## config.mk

```make
export PLATFORM = sky130hd
export DESIGN_NAME = fetch_stage
export DESIGN_NICKNAME = d
export VERILOG_FILES = /design/src/rtl/riscv_pkg.sv /design/src/rtl/fetch_fifo.sv /design/src/rtl/fetch_stage.sv
export SDC_FILE = /design/constraint.sdc
export NUM_CORES = 1
export LEC_CHECK = 0
export BUFFER_PORTS_ARGS = -buffer_cell sky130_fd_sc_hd__buf_2
export CORE_MARGIN = 4
export CORE_UTILIZATION = 45
export DETAILED_ROUTE_END_ITERATION = 12
export GPL_TIMING_DRIVEN = 0
export HOLD_SLACK_MARGIN = 0.15
export PLACE_DENSITY = 0.72
export SLEW_MARGIN = 15
export SYNTH_ARGS = -nofsm -noshare
export SYNTH_HDL_FRONTEND = slang
export SYNTH_SLANG_ARGS = --single-unit
```

## constraint.sdc

```tcl
create_clock -name clk -period 6 [get_ports clk]
set_input_delay 1.2 -clock clk [delete_from_list [all_inputs] [get_ports clk]]
set_output_delay 1.2 -clock clk [all_outputs]
set_load 0.03 [all_outputs]
```

## src/rtl/riscv_pkg.sv

```systemverilog
// Shared RV32I definitions used by fetch, imm_Gen and the control decoder.
// Holds the canonical NOP, datapath width, major opcodes and the fetch-queue entry type.
package riscv_pkg;

  localparam int          XLEN     = 32;
  localparam logic [31:0] NOP_INST = 32'h0000_0013;  // addi x0, x0, 0

  typedef enum logic [6:0] {
    OPC_LOAD   = 7'b000_0011,
    OPC_OP_IMM = 7'b001_0011,
    OPC_STORE  = 7'b010_0011,
    OPC_LUI    = 7'b011_0111,
    OPC_BRANCH = 7'b110_0011,
    OPC_JALR   = 7'b110_0111,
    OPC_JAL    = 7'b110_1111
  } opcode_e;

  typedef struct packed {
    logic [XLEN-1:0] pc;
    logic [XLEN-1:0] inst;
  } fetch_entry_t;

endpackage

```

## src/rtl/fetch_fifo.sv

```systemverilog
// Small synchronous FIFO of {pc, inst} entries between instruction memory and decode.
// Flush empties it in one cycle; push and pop together are legal even when full.
module fetch_fifo
  import riscv_pkg::*;
#(
  parameter int DEPTH = 2,
  localparam int CW = $clog2(DEPTH + 1),
  localparam int PW = (DEPTH > 1) ? $clog2(DEPTH) : 1
) (
  input  logic         clk,
  input  logic         reset,
  input  logic         push,
  input  logic         pop,
  input  logic         flush,
  input  fetch_entry_t wdata,
  output fetch_entry_t rdata,
  output logic [CW-1:0] count,
  output logic         empty
);

  fetch_entry_t    mem [DEPTH];
  logic [PW-1:0]   rd_ptr;
  logic [PW-1:0]   wr_ptr;

  function automatic logic [PW-1:0] ptr_inc(input logic [PW-1:0] p);
    return (p == PW'(DEPTH - 1)) ? '0 : p + 1'b1;
  endfunction

  always_ff @(posedge clk) begin
    if (!reset || flush) begin
      rd_ptr <= '0;
      wr_ptr <= '0;
      count  <= '0;
    end else begin
      if (push) wr_ptr <= ptr_inc(wr_ptr);
      if (pop)  rd_ptr <= ptr_inc(rd_ptr);
      case ({push, pop})
        2'b10:   count <= count + 1'b1;
        2'b01:   count <= count - 1'b1;
        default: count <= count;
      endcase
    end
  end

  // NOTE: storage is deliberately left without reset; validity is tracked by count,
  // so clearing the array would only add reset fan-out.
  always_ff @(posedge clk) begin
    if (push) mem[wr_ptr] <= wdata;
  end

  assign rdata = mem[rd_ptr];
  assign empty = (count == '0);

endmodule

```

## src/rtl/fetch_stage.sv

```systemverilog
// RV32I instruction-fetch stage: owns the PC, issues word reads to a 1-cycle synchronous
// instruction memory, and queues {pc, inst} for decode with redirect flush support.
module fetch_stage
  import riscv_pkg::*;
#(
  parameter logic [31:0] RESET_PC  = 32'h0000_0000,
  parameter int          BUF_DEPTH = 2
) (
  input  logic        clk,
  input  logic        reset,
  output logic        imem_req,
  output logic [31:0] imem_addr,
  input  logic [31:0] imem_rdata,
  input  logic        redirect_valid,
  input  logic [31:0] redirect_pc,
  output logic        inst_valid,
  input  logic        inst_ready,
  output logic [31:0] inst_code,
  output logic [31:0] inst_pc
);

  localparam int CW = $clog2(BUF_DEPTH + 1);

  logic [31:0]   pc_q;
  logic          inflight_q;
  logic [31:0]   inflight_pc_q;

  logic          pop;
  logic          push;
  logic [CW-1:0] count;
  logic          empty;
  logic [CW:0]   occupancy;
  fetch_entry_t  head;
  fetch_entry_t  tail;

  assign pop = inst_valid & inst_ready;

  // Credit: queued words plus the outstanding read, less what decode takes this cycle,
  // must leave room for the word a new request will return.
  always_comb begin
    occupancy = {1'b0, count} + (CW+1)'(inflight_q) - (CW+1)'(pop);
    imem_req  = reset && !redirect_valid && (occupancy < (CW+1)'(BUF_DEPTH));
  end

  // A response landing in a redirect cycle belongs to the abandoned path.
  assign push = inflight_q && !redirect_valid;
  assign tail = '{pc: inflight_pc_q, inst: imem_rdata};

  // NOTE: sequential state uses non-blocking assignments so every register samples
  // the pre-edge values regardless of statement order.
  always_ff @(posedge clk) begin
    if (!reset) begin
      pc_q          <= RESET_PC;
      inflight_q    <= 1'b0;
      inflight_pc_q <= '0;
    end else if (redirect_valid) begin
      pc_q       <= redirect_pc & ~32'd3;
      inflight_q <= 1'b0;
    end else begin
      inflight_q <= imem_req;
      if (imem_req) begin
        pc_q          <= pc_q + 32'd4;
        inflight_pc_q <= pc_q;
      end
    end
  end

  fetch_fifo #(.DEPTH(BUF_DEPTH)) u_fifo (
    .clk   (clk),
    .reset (reset),
    .push  (push),
    .pop   (pop),
    .flush (redirect_valid),
    .wdata (tail),
    .rdata (head),
    .count (count),
    .empty (empty)
  );

  assign imem_addr  = pc_q;
  assign inst_valid = !empty;
  assign inst_code  = empty ? NOP_INST : head.inst;
  assign inst_pc    = empty ? 32'd0    : head.pc;

endmodule
```

Word-level counts from Yosys, hierarchy flattened. Memories as Yosys holds them, arrays and structs flattened. A register that Yosys moved wholly into a read port is not among the register bits. Index checks and enable logic that the tools add are counted. W data, S select, Z words.

Bits in registers: 69. Memory bits (writable): 128. Input port bits: 68. Output and inout port bits: 98. Memories: 1.

Add/sub/neg operators: 7. Order comparisons: 1. Eq/ne operators: 2. Multiplexer cells: 11. Bitwise operators: 3. Reductions and logical operators: 12.

Memories: u_fifo.mem (words 2, bits a word 64, rd ports 1, clocked after Yosys merged registers in 1, wr ports 1, RTL line fetch_fifo.sv:21) `fetch_entry_t mem [DEPTH];`.

Operators with widths (count): $mux W32 (4); $add A32 B3 Y32 const B (1); $mux W1 (6); $pmux W2 S2 (1); $reduce_bool A2 Y1 (2); $add A2 B1 Y3 (1); $logic_and A1 B1 Y1 (3); $logic_not A1 Y1 (3); $lt A3 B2 Y1 const B (1); $sub A3 B1 Y3 (1); $add A1 B1 Y1 const B (2); $add A2 B1 Y2 const B (1); $eq A2 B1 Y1 const B (1); $eq A2 B2 Y1 const B (1); $logic_not A2 Y1 (1); $not A1 Y1 (2); $reduce_and A2 Y1 (1); $reduce_or A2 Y1 (1); $sub A2 B1 Y2 const B (1); $and A1 B1 Y1 (1); $logic_or A1 B1 Y1 (1).

Longest topological paths before layout.
Depth after elaboration: 8. Depth in mapped cells: 13.

Cells and area by module. A second synthesis with hierarchy kept.

Cell total of the unflattened synthesis: 669. Area total of the unflattened synthesis: 8167.8 um2.

By module, submodules not included: fetch_fifo (times used 1, cells an instance 221, area an instance 4817.1 um2); fetch_stage (times used 1, cells an instance 448, area an instance 3350.7 um2).

Worst setup path after synthesis. No wires, ideal clock.

Path type: input -> register. Start point: in redirect_valid. End point: mem u_fifo.mem[0][0] (netlist name) (enable). Library setup time: 0.482 ns. Arrival time: 4.237 ns. Data required time: 5.518 ns. Setup slack: 1.281 ns. Stages: 4. Path buffers: 1. Cell sequence: inv_1 clkbuf_1 nand2_1 nor2_1.

Word-level cells in the longest chain between the ends: 4.

Ends and longest elaborated chain: start, declared (RTL line fetch_stage.sv:14) `input logic redirect_valid,`; $logic_not A1 Y1 (RTL line fetch_stage.sv:46) `assign push = inflight_q && !redirect_valid;`; $logic_and A1 B1 Y1 (RTL line fetch_stage.sv:46); $mux W1 (RTL line fetch_fifo.sv:48) `if (push) mem[wr_ptr] <= wdata;`; $mux W1 (not written as such) (RTL line fetch_fifo.sv:48); end, declared (RTL line fetch_fifo.sv:21).

Every way passes these cells.

Worst setup path after layout.
Start point: reg u_fifo.count[1]. End point: out imem_req.

Word-level cells in the longest chain between the ends: 6. Elaborated cells on any way between the ends: 7. Classes of those cells: add/sub (2); order compare (1); bitwise (1); reduce/logical (3).

Ends and longest elaborated chain: start, declared (RTL line fetch_fifo.sv:17) `output logic [CW-1:0] count,`; start signal, assigned (RTL line fetch_fifo.sv:38) `2'b10: count <= count + 1'b1;`; start signal, assigned (RTL line fetch_fifo.sv:39) `2'b01: count <= count - 1'b1;`; start signal, assigned (RTL line fetch_fifo.sv:40) `default: count <= count;`; $logic_not A2 Y1 (RTL line fetch_fifo.sv:52) `assign empty = (count == '0);`; $logic_not A1 Y1 (RTL line fetch_stage.sv:81) `assign inst_valid = !empty;`; $and A1 B1 Y1 (RTL line fetch_stage.sv:36) `assign pop = inst_valid & inst_ready;`; via pop (RTL line fetch_stage.sv:28) `logic pop;`; $sub A3 B1 Y3 (RTL line fetch_stage.sv:41) `occupancy = {1'b0, count} + (CW+1)'(inflight_q) - (CW+1)'(pop);`; $lt A3 B2 Y1 (RTL line fetch_stage.sv:42) `imem_req = reset && !redirect_valid && (occupancy < (CW+1)'(BUF_DEPTH));`; $logic_and A1 B1 Y1 (RTL line fetch_stage.sv:42); end, declared (RTL line fetch_stage.sv:11) `output logic imem_req,`.

The timed path passes the listed nets, and every way through them passes these cells.

==> impl_metrics.json <==
{
  "cp_common_cell": "buf_2",
  "clock_skew_ns": 0.008224,
  "drtIter0Drc": 397,
  "r2r_setup_slack_ns": 1.95,
  "dr.pass1.iters": 5,
  "die_h_um": 139.8,
  "powerDensity_nw_per_um2": 294.4,
  "clock_latency_ns": 0.42,
  "final-setup-viol-count": 0,
  "viasPerCell": 5.211,
  "synth_edf_count": 124,
  "syn_avg_cell_area_um2": 11.71,
  "ios": 166,
  "start_util": 0.4651,
  "core_area_um2": 16820,
  "netlist_instances": 668,
  "yosys_warnings": 0,
  "max_stage_delay_ns": 0.56,
  "cts_inserted_buffers": 17,
  "synth.area.top_cells": "edfxtp_1 (48%), dfxtp_1 (17%), mux2i_1 (8.1%)",
  "num_antenna_cells": 0,
  "placed_area_um2": 8980,
  "rr_worst_depth": 13,
  "dieWidth_um": 139.8,
  "synth.most_common_cell": "edfxtp_1",
  "postCtsHoldBufs": 0,
  "grt_pass1_wl_mm": 28.83,
  "tns_ns": 0,
  "synth_top_cells_by_count": "edfxtp_1 (124), nand2_1 (82), nor2_1 (80)",
  "r2r-end": "inflight_pc_q[15]",
  "gp_congestion": 0.8787,
  "min_period_over_period": 0.9065,
  "synthArstFlopShare": 0,
  "synth-main-ff-cell": "edfxtp_1",
  "maxCapViolCount": 0,
  "layout.cells.non_filler": 1084,
  "leakagePower_nw": 3.568,
  "totalWireLength_mm": 18.04,
  "grt_usage": 0.1836,
  "portBuffers": 158,
  "synth_top_area_cell": "edfxtp_1",
  "path_clk_slew_ns": 0.07,
  "numClockSinks": 190,
  "cp-startpoint": "u_fifo.count[1]",
  "cts_tree": "yes",
  "worstHoldPathType": "reg -> reg",
  "drcViolationCount": 0,
  "num-nets-final": 923,
  "n_fill_cell": 1483,
  "die-area_um2": 19560,
  "critPathRequiredTime_ns": 4.80,
  "vias": 5649,
  "path_class": "reg -> out",
  "tightest_slew_ns": 0.7606,
  "cts_root_buffer": "clkbuf_16",
  "htree_num_levels": 4,
  "wl_per_cell_um": 16.65,
  "synth_top_area_frac": 0.4760,
  "postCtsSetupBuffers": 0,
  "start_kind": "flip-flop",
  "p_total_w": 0.002821,
  "placed_cells": 1052,
  "path_cells": "nor2_1, inv_1, and2_1, ha_1, nand2b_1, fa_1, xnor2_1, nand4_1, inv_2, buf_2, buf_2, buf_2",
  "post_cts_resized": 0,
  "drive_above_1_share": 0.2512,
  "syn2layout_area_growth_pct": 22.50,
  "synth-seq-cells": 190,
  "period_needed_ns": 5.439,
  "status": "complete, no violations",
  "fin_area_um2": 9583,
  "overflow": 0,
  "postRouteAntennaNets": 0,
  "grt_max_degree": 43,
  "yosysSeqAreaShare": 0.6449,
  "report.final.slew_viol_count": 0,
  "place_hpwl_mm": 12.92,
  "cp_max_fo": 10,
  "row_count": 47,
  "fmax_mhz": 183.8,
  "cpMaxStageDelayCell": "nor2_1",
  "vdd_drop_max_v": 0.0002320,
  "r2r_start": "u_fifo.count[1]",
  "max_slew_margin": 0.4930,
  "crit_arrival_ns": 4.24,
  "crit_path_end_kind": "primary output",
  "synth_cell_types": 50,
  "grt_pass1_vias": 5583,
  "syn-cell-area_um2": 7823,
  "cp-endpoint": "imem_req",
  "antenna_found_initial": 0,
  "clockBufferDepth": 2,
  "finalHoldViolCount": 0,
  "rsz0062_at_grt": "false"
}
==> cell families after synthesis <==
family	after synthesis	synth area share
xor gates and xnor gates	13	0.01456
buffers and inverters	54	0.03007
DFF	190	0.6449
other	1	0.0004794
AOI/OAI and AO/OA	103	0.07694
adders and majority gates	4	0.007358
and+or+nand+nor	240	0.1451
muxes	63	0.08061
==> layer usage <==
layer / share of wire / track usage / up-vias
met4: 0.015 / 0.05252 / 0
met3: 0.066 / 0.03465 / 21
li1: - / - / 2781
met1: 0.45 / 0.2545 / 2636
met5: 0 / 0 / -
met2: 0.47 / 0.2968 / 211
==> state kept, by name (all words and copies together), names as in the netlist, named ones only <==
| signal | cells |
|---|---|
| imem_addr | 30 |
| inflight_pc_q | 30 |
| inflight_q | 1 |
| u_fifo.count | 2 |
| u_fifo.mem | 124 |
| u_fifo.rd_ptr | 1 |
| u_fifo.wr_ptr | 1 |
==> cell usage in the layout (no fill, tap or decap), types with 9 or more instances in the layout <==
cell and count:
inv_1 9, nor2_1 79, a21oi_1 50, mux2i_1 63, nand2_1 82, buf_2 166, dfxtp_1 66, nand3_1 14
a31oi_1 14, nand4_1 11, clkbuf_1 28, edfxtp_1 124, o21ai_0 10, clkbuf_16 18
==> worst min-delay path by stage <==
stage                            from           endpoint  slack, ns  cells after the start
floorplan            inflight_pc_q[2]  u_fifo.mem[0][34]       0.43                      0
global route         inflight_pc_q[5]  u_fifo.mem[0][37]       0.46                      0
finish              inflight_pc_q[18]  u_fifo.mem[0][50]       0.45                      0
global placement    inflight_pc_q[18]  u_fifo.mem[0][50]       0.43                      0
CTS                 inflight_pc_q[18]  u_fifo.mem[0][50]       0.46                      0
detailed placement  inflight_pc_q[17]  u_fifo.mem[0][49]       0.44                      0
==> final cells by class <==
type                       instances  area [µm²]  share of cell area
clock inverter                    14       152.6             0.01593
timing repair buffer             161       858.3             0.08957
multi-input combinational        427        2566              0.2678
tap                              220       275.3             0.02872
buffer                            44       197.7             0.02063
sequential                       190        5045              0.5264
inverter                          10       37.54            0.003917
clock buffer                      18       450.4             0.04700
==> worst max-delay path: cells and delay by family, from the launching register on <==
| family | cells | cell delay (ns) |
|---|---|---|
| DFF | 1 | 0.38 |
| buffers and inverters | 5 | 1.31 |
| adders and majority gates | 2 | 0.67 |
| xor gates and xnor gates | 1 | 0.16 |
| and+or+nand+nor | 4 | 1.31 |
==> per-stage QoR <==
stage	util	setup WS, ns	hold WS (ns)
floorplan	-	1.281	0.4254
global placement	0.5292	-0.5710	0.4310
detailed placement	0.5339	0.8574	0.4370
CTS	0.5698	0.3637	0.4563
global route	0.5698	0.2312	0.4629
finish	0.5698	0.5607	0.4524
==> where the power goes <==
part	internal, W	total, W	leakage [nW]	switching (W)
Combinational	0.0000743	0.000222	1.59	0.000148
Sequential	0.00143	0.00146	1.68	0.0000357
Clock	0.000647	0.00114	0.296	0.000489
Total	0.00215	0.00282	3.57	0.000672
Note: power is estimated with default switching activity, not from simulation.
